`config.mk`:
```
export PLATFORM = sky130hd
export DESIGN_NAME = memory_writeback
export DESIGN_NICKNAME = d
export VERILOG_FILES = /design/src/rtl/pipeline_pkg.sv /design/src/rtl/data_memory.sv /design/src/rtl/memory_writeback.sv
export SDC_FILE = /design/constraint.sdc
export NUM_CORES = 2
export LEC_CHECK = 0
export CORE_UTILIZATION = 35
export CTS_CLUSTER_DIAMETER = 200
export DETAILED_ROUTE_END_ITERATION = 10
export GPL_TIMING_DRIVEN = 0
export PLACE_DENSITY_LB_ADDON = 0.12
export SLEW_MARGIN = 40
export SYNTH_ARGS = -nofsm -noshare
export SYNTH_HDL_FRONTEND = slang
export SYNTH_SLANG_ARGS = --single-unit
```
`constraint.sdc`:
```
create_clock -name CLK -period 1.8 [get_ports CLK]
set_input_delay 0.18 -clock CLK [delete_from_list [all_inputs] [get_ports CLK]]
set_output_delay 0.18 -clock CLK [all_outputs]
set_load 0.005 [all_outputs]
```
`src/rtl/pipeline_pkg.sv`:
```
// -----------------------------------------------------------------------------
// pipeline_pkg
// Constants shared by the memory/writeback stage of the pipelined MIPS core:
// pipeline address/data widths, the data memory depth, the reset value of the
// M/W pipeline register, and the word-alignment mask for data accesses.
// -----------------------------------------------------------------------------
package pipeline_pkg;

  // Address width of the pipeline; the data memory is indexed by
  // ALUOutM[AWL+1:2], so it holds 2**AWL words.
  localparam int AWL   = 6;
  localparam int DWL   = 32;
  localparam int DEPTH = 2 ** AWL;

  // Every field of the W register resets to this bit value.
  localparam logic W_RESET_BIT = 1'b0;

  // Byte-offset bits that must be zero for a word access.
  localparam logic [1:0] MISALIGN_MASK = 2'b11;

  // True when a byte address does not point at a word boundary.
  function automatic logic is_misaligned(input logic [1:0] byte_offset);
    return (byte_offset & MISALIGN_MASK) != 2'b00;
  endfunction

endpackage : pipeline_pkg

```
`src/rtl/data_memory.sv`:
```
// -----------------------------------------------------------------------------
// data_memory
// DEPTH x DWL word-addressed data memory: synchronous write, asynchronous
// read. The read port sees the contents before any write on the same edge,
// so a simultaneous store and load of one word returns the old data.
//
// Ports:
//   clk    in   write clock, rising edge
//   we     in   write enable
//   addr   in   [AWL-1:0] word index, shared by read and write
//   wdata  in   [DWL-1:0] write data
//   rdata  out  [DWL-1:0] combinational read data at addr
// -----------------------------------------------------------------------------
module data_memory #(
  parameter int AWL   = 6,
  parameter int DWL   = 32,
  parameter int DEPTH = 2 ** AWL
) (
  input  logic           clk,
  input  logic           we,
  input  logic [AWL-1:0] addr,
  input  logic [DWL-1:0] wdata,
  output logic [DWL-1:0] rdata
);

  logic [DWL-1:0] mem [DEPTH];

  // NOTE: the array has no reset; resetting a RAM prevents mapping it onto
  // memory macros and costs a write port per word. Software must write a
  // location before reading it.
  always_ff @(posedge clk) begin
    if (we) begin
      mem[addr] <= wdata;
    end
  end

  assign rdata = mem[addr];

endmodule : data_memory

```
`src/rtl/memory_writeback.sv`:
```
// -----------------------------------------------------------------------------
// memory_writeback
// Memory and writeback stage of the pipelined MIPS core. Performs loads and
// stores against the data memory during M, registers the results into the
// M/W pipeline register, and drives the writeback data/enable/destination
// to the register file and to the Execute forwarding muxes. Misaligned
// accesses are suppressed (no memory write, no register-file write) and
// latch the sticky DMErr flag.
//
// Optional feature (macro DM_ACCESS_CNT_EN): saturating counters of aligned
// loads and stores on LoadCnt / StoreCnt. Without the macro those ports and
// their logic do not exist.
//
// Ports:
//   CLK        in   pipeline clock, rising edge
//   RSTn       in   asynchronous active-low reset
//   RFWEM      in   register-file write enable from M
//   MtoRFSelM  in   1 = writeback selects memory data, 0 = ALU result
//   DMWEM      in   data memory write enable (store)
//   ALUOutM    in   [DWL-1:0] byte address for loads/stores, or ALU result
//   DMdinM     in   [DWL-1:0] store data
//   RFAM       in   [AWL-2:0] destination register
//   ResultW    out  [DWL-1:0] writeback data
//   RFWEW      out  writeback enable
//   RFAW       out  [AWL-2:0] writeback destination
//   DMErr      out  sticky misaligned-access flag
//   LoadCnt    out  [DWL-1:0] aligned load count   (DM_ACCESS_CNT_EN only)
//   StoreCnt   out  [DWL-1:0] aligned store count  (DM_ACCESS_CNT_EN only)
// -----------------------------------------------------------------------------
module memory_writeback
  import pipeline_pkg::*;
#(
  parameter int AWL = pipeline_pkg::AWL,
  parameter int DWL = pipeline_pkg::DWL
) (
  input  logic           CLK,
  input  logic           RSTn,
  input  logic           RFWEM,
  input  logic           MtoRFSelM,
  input  logic           DMWEM,
  input  logic [DWL-1:0] ALUOutM,
  input  logic [DWL-1:0] DMdinM,
  input  logic [AWL-2:0] RFAM,
  output logic [DWL-1:0] ResultW,
  output logic           RFWEW,
  output logic [AWL-2:0] RFAW,
  output logic           DMErr
`ifdef DM_ACCESS_CNT_EN
  ,
  output logic [DWL-1:0] LoadCnt,
  output logic [DWL-1:0] StoreCnt
`endif
);

  localparam int MEM_DEPTH = 2 ** AWL;

  // ---------------------------------------------------------------------------
  // M-stage access decode
  // ---------------------------------------------------------------------------
  logic [AWL-1:0] word_idx;
  logic           misaligned;
  logic           load_ok;
  logic           store_ok;
  logic           access_err;
  logic           load_err;
  logic [DWL-1:0] read_data_m;

  // Upper address bits are dropped, so addresses wrap modulo the depth.
  assign word_idx   = ALUOutM[AWL+1:2];
  assign misaligned = is_misaligned(ALUOutM[1:0]);

  assign load_ok    = MtoRFSelM & ~misaligned;
  assign store_ok   = DMWEM & ~misaligned;
  assign load_err   = MtoRFSelM & misaligned;
  assign access_err = (MtoRFSelM | DMWEM) & misaligned;

  data_memory #(
    .AWL   (AWL),
    .DWL   (DWL),
    .DEPTH (MEM_DEPTH)
  ) u_data_memory (
    .clk   (CLK),
    .we    (store_ok),
    .addr  (word_idx),
    .wdata (DMdinM),
    .rdata (read_data_m)
  );

  // ---------------------------------------------------------------------------
  // M/W pipeline register
  // ---------------------------------------------------------------------------
  logic           rfwe_w;
  logic           mtorfsel_w;
  logic [DWL-1:0] alu_out_w;
  logic [DWL-1:0] read_data_w;
  logic [AWL-2:0] rfa_w;
  logic           dm_err_q;

  // NOTE: sequential state uses non-blocking assignments so every register
  // samples the pre-edge values of its inputs, independent of statement order.
  always_ff @(posedge CLK or negedge RSTn) begin
    if (!RSTn) begin
      rfwe_w      <= W_RESET_BIT;
      mtorfsel_w  <= W_RESET_BIT;
      alu_out_w   <= {DWL{W_RESET_BIT}};
      read_data_w <= {DWL{W_RESET_BIT}};
      rfa_w       <= {(AWL-1){W_RESET_BIT}};
      dm_err_q    <= 1'b0;
    end else begin
      // A misaligned load must not update the register file.
      rfwe_w      <= RFWEM & ~load_err;
      mtorfsel_w  <= MtoRFSelM;
      alu_out_w   <= ALUOutM;
      // Only an aligned load captures memory data; this also keeps
      // never-written words from leaking into the W register.
      read_data_w <= load_ok ? read_data_m : '0;
      rfa_w       <= RFAM;
      dm_err_q    <= dm_err_q | access_err;
    end
  end

  // ---------------------------------------------------------------------------
  // Writeback mux
  // ---------------------------------------------------------------------------
  assign ResultW = mtorfsel_w ? read_data_w : alu_out_w;
  assign RFWEW   = rfwe_w;
  assign RFAW    = rfa_w;
  assign DMErr   = dm_err_q;

  // ---------------------------------------------------------------------------
  // Optional access counters
  // ---------------------------------------------------------------------------
`ifdef DM_ACCESS_CNT_EN
  logic [DWL-1:0] load_cnt_q;
  logic [DWL-1:0] store_cnt_q;

  // Counters stop at all-ones rather than wrapping back to zero.
  always_ff @(posedge CLK or negedge RSTn) begin
    if (!RSTn) begin
      load_cnt_q  <= '0;
      store_cnt_q <= '0;
    end else begin
      if (load_ok && (load_cnt_q != '1)) begin
        load_cnt_q <= load_cnt_q + DWL'(1);
      end
      if (store_ok && (store_cnt_q != '1)) begin
        store_cnt_q <= store_cnt_q + DWL'(1);
      end
    end
  end

  assign LoadCnt  = load_cnt_q;
  assign StoreCnt = store_cnt_q;
`endif

endmodule : memory_writeback

```
Yosys cells after proc, flatten, opt, wreduce, memory -nomap -nowiden --
Memories as Yosys holds them, arrays and structs flattened. Cells that the tools add are included. W data, S select, Z words.
Storage, ports and cells: memories kept 1, RAM bits 2048, output and inout bits 39, register bits 72, input port bits 74
Cells by class: reductions and logical operators 1, bitwise logic cells 9, multiplexer cells 4
Memory list:
- u_data_memory.mem | depth 64, bits a word 32, read ports 1, clocked after memory_dff 0, wr ports 1, RTL line data_memory.sv:26 | logic [DWL-1:0] mem [DEPTH];
Operators with widths (number):
- $mux W32 | 2
- $and A1 B1 Y1 | 5
- $mux W1 | 2
- $not A1 Y1 | 2
- $or A1 B1 Y1 | 2
- $reduce_bool A2 Y1 | 1

Longest topological paths before layout --
depth after elaboration 5, mapped depth 10, mapped depth without buffers 6

Modules after synthesis --
Synthesis repeated with hierarchy kept, for this count alone.
Second synthesis, totals: cell total of the unflattened synthesis 4356, area total of the unflattened synthesis 80772.5 um^2
Modules (own cells, without submodules):
- data_memory | area each 78287.6 um^2, cells each 4207, instances 1, seq. area each 61499.0 um^2
- memory_writeback | area each 2484.9 um^2, cells each 149, instances 1, seq. area each 1801.7 um^2

Worst setup path before layout --
OpenSTA, ideal clock, no wires.
path type input-to-reg, start point in ALUOutM[2], end point mem u_data_memory.mem[10][0], enable pin, arrival 2781 ps, data required time 1379 ps, stages on the path 7, path slack -1402 ps, library setup time 421 ps, buffers on the path 3, cell sequence buf_6 -> nand2b_1 -> nor2_1 -> buf_2 -> buf_1 -> nand2_1 -> nor2_1
RTL lines:
- from (decl) | RTL line memory_writeback.sv:41 | input logic [DWL-1:0] ALUOutM,
- to (decl) | RTL line data_memory.sv:26
No word-level cell before the write port.

Final worst setup path --
start point mem u_data_memory.mem[63][24], end point reg read_data_w[24]
Between the ends: cells in the longest elaborated chain, start to end 2
RTL lines:
- $mem_v2 Z64 W32
- $mux W32 | RTL line memory_writeback.sv:116 | read_data_w <= load_ok ? read_data_m : '0;
- to (signal assigned) | RTL line memory_writeback.sv:106 | read_data_w <= {DWL{W_RESET_BIT}};
- to (signal assigned) | RTL line memory_writeback.sv:116
- to (decl) | RTL line memory_writeback.sv:95 | logic [DWL-1:0] read_data_w;
No other way between the ends.

==> results.json <==
{
  "drt_first_pass_iters": 10,
  "fin_ws_ns": -0.7449,
  "clk_pin_slew_ns": 0.06,
  "fin_nets": 5293,
  "fin_tns_setup_ns": -28.96,
  "synth_fa_ha_area_frac": 0,
  "synth-compound-area-share": 0.1247,
  "setup_viol": 128,
  "fmax_mhz": 392.9,
  "synthMuxAreaShare": 0.02756,
  "seq_power_share": 0.504,
  "drive_gt1_frac": 0.2923,
  "synth-seq-cells": 2120,
  "synth_top_family_by_area": "compound AO/OA/AOI/OAI gates",
  "io_pins": 113,
  "end_kind": "flop",
  "cap_violations": 0,
  "p_per_area_nw_per_um2": 1053,
  "fin_crit_sh": 1.414,
  "drcViolationCount": 34,
  "cts_inserted_buffers": 223,
  "grt_max_degree": 57,
  "totalWireLength_um": 322700,
  "floorplan.initialDensity": 0.3524,
  "instances_no_fill": 8413,
  "outcome": "finished with violations",
  "grt_antenna_before_repair": 39,
  "p_leak_nw": 33.09,
  "synth-edff-count": 2048,
  "whs_ns": 0.06656,
  "ys_types": 63,
  "final_max_slew_viol_count": 0,
  "synthArstFlopShare": 0.03396,
  "post-place-ws_ns": -3.137,
  "grt_pass1_wl_um": 430700,
  "hold_viol": 0,
  "power.internal_mw": 82.52,
  "dieArea_um2": 228400,
  "comb_power_share": 0.073,
  "via_per_inst": 6.054,
  "ant_nets": 0,
  "fin_skew_ns": 0.03864,
  "coreArea_um2": 224900,
  "cts_tree": "yes",
  "slew_headroom": 0.3760,
  "worst_pin_slew_ns": 0.9359,
  "cp-start-kind": "flop",
  "overflow": 0,
  "rows": 174,
  "peakVddDrop_uv": 912.7,
  "grt_pass1_vias": 48630,
  "synth_area_um2": 79250,
  "critical_path.max_fanout": 1,
  "syn_avg_cell_area_um2": 17.78,
  "power.switching_mw": 25.25,
  "critPathKind": "reg -> reg",
  "dp_hpwl_um": 225000,
  "cp.required_ns": 2.53,
  "dp.cells": 7766,
  "netlist_instances": 4457,
  "synthSimpleGateAreaFrac": 0.02864,
  "synth_nets": 4531,
  "cp.arrival_ns": 3.27,
  "yosysSeqAreaShare": 0.7987,
  "die-width_um": 477.9,
  "port_buffers": 112,
  "gp_congestion": 0.9058,
  "cts_sinks": 2120,
  "clock_power_share": 0.423,
  "cts_root_buf": "clkbuf_16",
  "routed-via-count": 50940,
  "clkLatencyLatePin_ns": 0.90,
  "utilization": 0.4552,
  "grt_setup_unrepaired": "true",
  "violations": "DRC, setup timing",
  "htreeDepth": 4,
  "wl_per_cell_um": 38.35,
  "cts_buffer_depth": 3,
  "die_h_um": 477.9,
  "synth_xor_area_frac": 0,
  "synth_ff_type": "edfxtp_1",
  "grt_usage": 0.2771,
  "ys_warn_count": 0,
  "swShare": 0.2343,
  "min_path_type": "in -> reg",
  "synthToLayoutAreaGrowth_pct": 29.16,
  "drt_iter0_drc": 7447,
  "layout_min_cycle_time_ns": 2.545
}
-- metrics by stage --
step,cell area (µm²),power [mW]
2_1_floorplan,80010,57.99
3_3_place_gp,84870,61.94
3_5_place_dp,89610,62.08
4_1_cts,101500,108.0
5_1_grt,102400,110.2
6_report,102400,107.8
-- cell type report --
| cell class | count | area [µm²] |
|---|---|---|
| inverter | 3 | 18.77 |
| tap | 2992 | 3744 |
| timing repair buffer | 541 | 7975 |
| sequential | 2120 | 63300 |
| antenna | 9 | 22.52 |
| multi-input combinational | 1977 | 17470 |
| clock buffer | 303 | 6116 |
| clock inverter | 115 | 1011 |
| buffer | 353 | 2704 |
| fill | 19120 | 122500 |
-- critical path, cell delays in order, from the launching register on --
cell	delay, ns
edfxtp_1	0.36
mux2_2	0.27
a221o_1	0.30
a222oi_1	0.81
o22ai_1	0.27
a21oi_2	0.24
a31oi_4	0.15
-- layout by cell type, fill, tap and decap left out, types with 75 or more instances in the layout --
| master | synthesis | final |
|---|---|---|
| buf_4 | 17 | 203 |
| clkbuf_16 | 0 | 231 |
| buf_2 | 119 | 85 |
| nor2_1 | 284 | 184 |
| clkbuf_1 | 161 | 97 |
| a221oi_2 | 0 | 135 |
| a221oi_1 | 567 | 422 |
| dlygate4sd3_1 | 0 | 75 |
| a22oi_1 | 235 | 195 |
| mux2i_1 | 126 | 123 |
| edfxtp_1 | 2048 | 2048 |
| o22ai_1 | 140 | 119 |
| buf_16 | 0 | 123 |
| buf_6 | 7 | 77 |
-- power by group through the flow --
stage               Clock [mW]  Sequential (mW)  Combinational [mW]
global placement             0             55.5                6.42
finish                    45.6             54.3                7.90
detailed placement           0             55.3                6.75
floorplan                    0             55.3                2.65
CTS                       46.0             54.3                7.62
global route              47.8             54.3                8.09
-- path summary, 6_finish.rpt --
path / startpoint / end / slack, ns / cells after the start
worst max-delay path: u_data_memory.mem[63][24] / read_data_w[24] / -0.74 / 6
worst min-delay path: ALUOutM[0] / RFWEW / 0.07 / 3
worst max register to register: u_data_memory.mem[63][24] / read_data_w[24] / -0.74 / 6
worst min register to register: DMErr / DMErr / 0.49 / 1
max in group asynchronous: RSTn / read_data_w[13] / 1.07 / 4
min in group asynchronous: RSTn / alu_out_w[12] / 0.37 / 4
-- cells in the mapped netlist, types with 9 or more instances --
| master | instances | area, µm² |
|---|---|---|
| edfxtp_1 | 2048 | 61500 |
| a221oi_1 | 567 | 4966 |
| nor2_1 | 284 | 1066 |
| a22oi_1 | 235 | 1764 |
| clkbuf_1 | 161 | 604.3 |
| o22ai_1 | 140 | 875.8 |
| mux2i_1 | 126 | 1261 |
| buf_2 | 119 | 595.6 |
| o21ai_0 | 115 | 575.6 |
| a21oi_1 | 79 | 395.4 |
| dfrtp_1 | 72 | 1802 |
| buf_1 | 53 | 198.9 |
| mux2_2 | 50 | 563.0 |
| nand2_1 | 45 | 168.9 |
| nor3_1 | 41 | 205.2 |
| a221o_1 | 30 | 300.3 |
| o21ai_1 | 22 | 110.1 |
| a211oi_1 | 17 | 127.6 |
| a31oi_1 | 17 | 106.4 |
| buf_4 | 17 | 127.6 |
| mux4_2 | 16 | 360.4 |
| nor4_1 | 16 | 100.1 |
| o221ai_1 | 16 | 140.1 |
| o31a_1 | 15 | 131.4 |
| nand4_1 | 14 | 87.58 |
| or3_1 | 14 | 87.58 |
| and3_1 | 13 | 81.33 |
| or4_1 | 11 | 82.58 |
| nor4_2 | 10 | 125.1 |
| o32ai_1 | 9 | 78.83 |
-- per-layer routing --
| layer | track usage | wire length [µm] | share of wire | up-vias |
|---|---|---|---|---|
| met2 | 0.4282 | 146300 | 0.45 | 2992 |
| met1 | 0.3830 | 130500 | 0.40 | 26890 |
| li1 | - | - | - | 20450 |
| met3 | 0.05352 | 30620 | 0.095 | 600 |
| met4 | 0.1137 | 15140 | 0.047 | 8 |
| met5 | 0 | 62 | 0.00019 | - |
-- kinds of logic after synthesis --
| logic type | after synthesis |
|---|---|
| buffers and inverters | 360 |
| AND/OR/NAND/NOR | 487 |
| AO/OA/AOI/OAI | 1298 |
| flip-flops | 2120 |
| multiplexers | 192 |
-- registers in the layout, summed over array words and instances (netlist names) --
name	count
alu_out_w	32
RFAW	5
read_data_w	32
DMErr	1
RFWEW	1
mtorfsel_w	1
u_data_memory.mem	2048
-- timing repair --
| item | CTS | global route |
|---|---|---|
| hold buffers | 76 | 0 |
| cloned | 1 | 1 |
| setup buffers | 123 | 24 |
| hold endpoints to repair | 2095 | 0 |
| pin swaps | 151 | 94 |
| resized for setup | 870 | 184 |
| setup endpoints to repair | 2119 | 510 |
(Power assumes the default switching activity.)
